$ cat src/rtl/ic_check_pkg.sv
// ic_check_pkg: shared state encoding, sweep sizes and the saturating arithmetic-shift reference
package ic_check_pkg;
  localparam int W_DEF = 4;
  localparam int NX = 1 << W_DEF;
  localparam int NVEC = 1 << (2 * W_DEF);
  typedef enum logic [2:0] {IDLE, SEARCH, WAIT, COMPARE, NEXT, DONE} state_t;
  // Bits at or above w are zero; shifts of w or more fill with the sign bit.
  function automatic logic [31:0] ashr_sat(input logic [31:0] x, input logic [31:0] s, input int w);
    logic [31:0] r;
    r = '0;
    for (int i = 0; i < 32; i++)
      if (i < w) r[i] = (s < 32'(w - i)) ? x[i + int'(s)] : x[w - 1];
    return r;
  endfunction
endpackage

$ cat src/rtl/ic_bvashr_exhaustive_checker_ref.sv
// bvashr_ref_unit: combinational test of whether ashr_sat(x, s) equals t
module bvashr_ref_unit
  import ic_check_pkg::*;
#(
  parameter int W = W_DEF
) (
  input  logic [W-1:0] x,
  input  logic [W-1:0] s,
  input  logic [W-1:0] t,
  output logic         eq
);
  logic [31:0] r;
  assign r = ashr_sat(32'(x), 32'(s), W);
  assign eq = r == 32'(t);
endmodule

$ cat config.mk
export PLATFORM = sky130hd
export DESIGN_NAME = bvashr_ref_unit
export DESIGN_NICKNAME = d
export VERILOG_FILES = /design/src/rtl/ic_check_pkg.sv /design/src/rtl/ic_bvashr_exhaustive_checker_ref.sv
export SDC_FILE = /design/constraint.sdc
export NUM_CORES = 1
export LEC_CHECK = 0
export BUFFER_PORTS_ARGS = -buffer_cell sky130_fd_sc_hd__buf_2
export CAP_MARGIN = 30
export CELL_PAD_IN_SITES_DETAIL_PLACEMENT = 0
export CELL_PAD_IN_SITES_GLOBAL_PLACEMENT = 1
export CORE_AREA = 10 10 47 49
export DETAILED_ROUTE_END_ITERATION = 10
export DIE_AREA = 0 0 57 59
export MAX_ROUTING_LAYER = met4
export PLACE_DENSITY = 0.66
export SYNTH_ARGS = -nofsm -noshare
export SYNTH_HDL_FRONTEND = slang
export SYNTH_SLANG_ARGS = --single-unit
$ cat constraint.sdc
create_clock -name vclk -period 2.1
set_input_delay 0 -clock vclk [all_inputs]
set_output_delay 0 -clock vclk [all_outputs]
set_load 0.01 [all_outputs]
Yosys cells after proc, flatten, opt, wreduce, memory -nomap -nowiden

Cells that the tools add are included.

Input bits: 12
Word-level logic and storage cells: 27
Bits in registers: 0
Output and inout bits: 1

Muxes and demuxes: 15
Eq/ne operators: 1
Add/subtract/negate cells: 3
Magnitude comparators: 8

Operators with widths:

| cell                                                        | count |
|---|---|
| less-than comparator 5 x 6 -> 1 bit (second input constant) | 3 |
| binary-select mux 1 bit (select 5 bit)                      | 3 |
| two-way mux 1 bit                                           | 11 |
| adder 2 x 4 -> 5 bit (first input constant)                 | 2 |
| less-than comparator 4 x 2 -> 1 bit (second input constant) | 2 |
| less-than comparator 4 x 6 -> 1 bit (second input constant) | 1 |
| adder 1 x 4 -> 5 bit (first input constant)                 | 1 |
| binary-select mux 1 bit (select 4 bit)                      | 1 |
| equality test 4 bit                                         | 1 |
| less-than comparator 4 x 1 -> 1 bit (second input constant) | 1 |
| less-than comparator 4 x 3 -> 1 bit (second input constant) | 1 |

Logic depth before layout (Yosys ltp)

Word-level depth: 6
Gate-level depth with buffers: 9
Depth with buffers taken out: 7

Worst setup path after synthesis

No wires, ideal clock.

Path kind: input to output
Start point: input port s[0]
End point: output port eq
Data required time: 2100 ps
Path slack: 404 ps
Stages: 9
Data arrival time: 1696 ps
Buffers on the path: 2
Path through: clkbuf_8 -> inv_1 -> ha_1 -> clkbuf_1 -> mux2i_1 -> o22ai_1 -> xor2_1 -> a211o_1 -> a311oi_2

Longest elaborated chain between the ends: 6
Elaborated cells between the ends (all ways): 23
Those cells by class: 3 x add/sub; 4 x order compare; 1 x eq/ne; 15 x mux

Ends and longest elaborated chain:

| element                                                             | line                                   | RTL |
|---|---|---|
| from (decl)                                                         | ic_bvashr_exhaustive_checker_ref.sv:8  | `input logic [W-1:0] s,` |
| adder 1 x 4 -> 5 bit / adder 2 x 4 -> 5 bit (equally long branches) | ic_check_pkg.sv:12                     | `if (i < w) r[i] = (s < 32'(w - i)) ? x[i + int'(s)] : x[w - 1];` |
| binary-select mux 1 bit (select 5 bit)                              | ic_check_pkg.sv:12                     |  |
| two-way mux 1 bit (implied by the code) (2 in a row)                | ic_check_pkg.sv:12                     |  |
| two-way mux 1 bit                                                   | ic_check_pkg.sv:12                     |  |
| equality test 4 bit (*)                                             | ic_bvashr_exhaustive_checker_ref.sv:14 | `assign eq = r == 32'(t);` |
| to (decl)                                                           | ic_bvashr_exhaustive_checker_ref.sv:10 | `output logic eq` |

Mark *: on every way between the ends. The rest lies on a longest branch, timed or not. The select of a mux whose other input is x is not followed.

Worst setup path after layout

Ends and elaborated chain as after synthesis.

==> reports/metrics.cfg <==
[die]
floorplan.die.width_um=57
dieArea_um2=3363
fp-row-count=14
initial_core_util=0.2821
top_level_ports=13
core_area_um2=1401
dieHeight_um=59

[status]
status=completed

[placed_design]
place_area_um2=430.4
portBuffers=13
post-dp-hpwl_um=766.7
place_congestion=0.7954

[global_routing]
maximum_number_of_pins_on_one_net_before_global_route_repair=10
gr-usage-all-layers=0.05004
vias_in_the_first_global_route=353
antenna_violations_before_repair=0
grt_pass1_wl_um=1449
aggregate_global_routing_overflow=0

[synth]
ys_types=25
synthCells=45
post_synth_instance_area_um2=395.4
post_synth_most_frequent_cells=mux2i_1 (6), ha_1 (4)
syn-num-nets=61
syn_area_per_cell_um2=8.786
dominant_cell_by_count_in_the_synthesized_netlist=mux2i_1
synth.largest_area_cell=mux2i_1
ys_seq_area_frac=0
dominant_cells_by_area_after_synthesis=mux2i_1 (15%), ha_1 (13%), bufbuf_16 (8.2%), xnor2_1 (6.6%), mux4_2 (5.7%)
synth.top_cell.area_share=0.1519
synth.yosys.warnings=0

[finish]
nClkBuffers=0
diodes=0
num_sequential=0
area_growth_pct=8.861
finish.utilization=0.3071
num-nets-final=73
drive_above_1_share=0.3273
register_area_um2=0
finish.instance_area_um2=430.4

[timing]
final-max-slew-violation-count=0
setup-tns-final_ns=0
timing_worst_slew_pin_value_ns=0.2943
setup_viol=0
grt_setup_unrepaired=no
slew_headroom=0.8021
max_clock_freq_mhz=542.1
fin_crit_ns=1.845
hold_viol_final=0
layout_worst_path_cycle_share=0.8784
worst_hold_slack_ns=0.4498

[clocking]
cts_hold_repair.buffers=0
cts.repair.resized=0
cts_post_setup_buffers_inserted=0

[critical_path]
cp_cell_sequence=buf_2 > inv_1 > ha_1 > mux2i_1 > o22ai_1 > xor2_1 > a211o_1 > a311oi_2 > buf_2
cpMostUsedCell=buf_2
required_time_of_the_worst_setup_path_ns=2.10
cp.arrival_ns=1.84
endpoint_kind=output port
path_delay_family=compound AO/OA/AOI/OAI gates
crit_type=input pin to output port
critical_path.slowest_cell=ha_1
crit_buf_inv=3
start_kind=input pin
timing.critical_path.slowest_cell_delay_ns=0.41
critPathMaxFanout=9

[route]
num_vias=355
firstDrtPassIters=2
route.antenna.remaining_nets=0
detail_route.vias_per_cell=5.000
detail_route.iter0.violations=3
remaining_drc_errors=0
routed_wire_per_std_cell_um=12.49
drt_wl_total_um=887

[job]
max_cap_viol_count=0

[worst_hold_path]
hold_wc_path_type=input pin to output port

[power_and_ir_drop]
p_leak_nw=0.2080
power_per_cell_area_nw_per_um2=215.2
vdd_ir_drop_max_mv=0.07349

==> per-layer routing <==
layer / part of all wire / vias to the layer above / track usage
met5: 0 / - / -
met4: 0 / 0 / 0
met3: 0.021 / 0 / 0.004292
met2: 0.47 / 7 / 0.08837
met1: 0.51 / 156 / 0.06360
li1: - / 192 / -
==> through the flow <==
step	cells	worst slack, ns	total power (W)
finish	71	0.2553	0.00009262
global route	71	0.1174	0.0001031
CTS	71	0.2316	0.00009409
detailed placement	71	0.2376	0.00009357
global placement	71	0.2421	0.00009348
floorplan	45	0.4042	0.00007230
==> where the power goes <==
group	leakage [nW]	internal [W]	switching (W)
combinational	0.208	0.0000459	0.0000467
sequential	0	0	0
clock	0	0	0
total	0.208	0.0000459	0.0000467
==> cell type report <==
cell class,count,area (um^2)
Fill cell,174,970.9
Inverter,3,11.26
Multi-Input combinational cell,39,334.1
Tap cell,16,20.02
Timing Repair Buffer,13,65.06
==> placed cells by master, fill, tap and decap left out, types with 2 or more instances in the layout <==
master	n
o21ai_0	2
xnor2_1	3
ha_1	4
mux2i_1	6
o22ai_1	2
nand2_1	2
a21oi_1	3
inv_1	3
xor2_1	2
nor3_1	3
buf_2	13
==> cell families after synthesis <==
logic type,after synthesis,synth area share
xor+xnor,5,0.1108
buf+inv,6,0.1550
simple gates,10,0.1487
fa+ha+maj,4,0.1266
mux,7,0.2089
compound gates,13,0.2500
==> final timing paths <==
path              start  cells past startpoint  slack (ns)  to
hold / removal     t[3]                      4        0.45  eq
setup / recovery   s[0]                      9        0.26  eq
==> worst min-delay path, delay by kind of cell <==
kind | cells | cell delay (ns)
AO/OA/AOI/OAI | 1 | 0.09
buffers and inverters | 2 | 0.23
XOR/XNOR | 1 | 0.12
(Power assumes the default switching activity.)
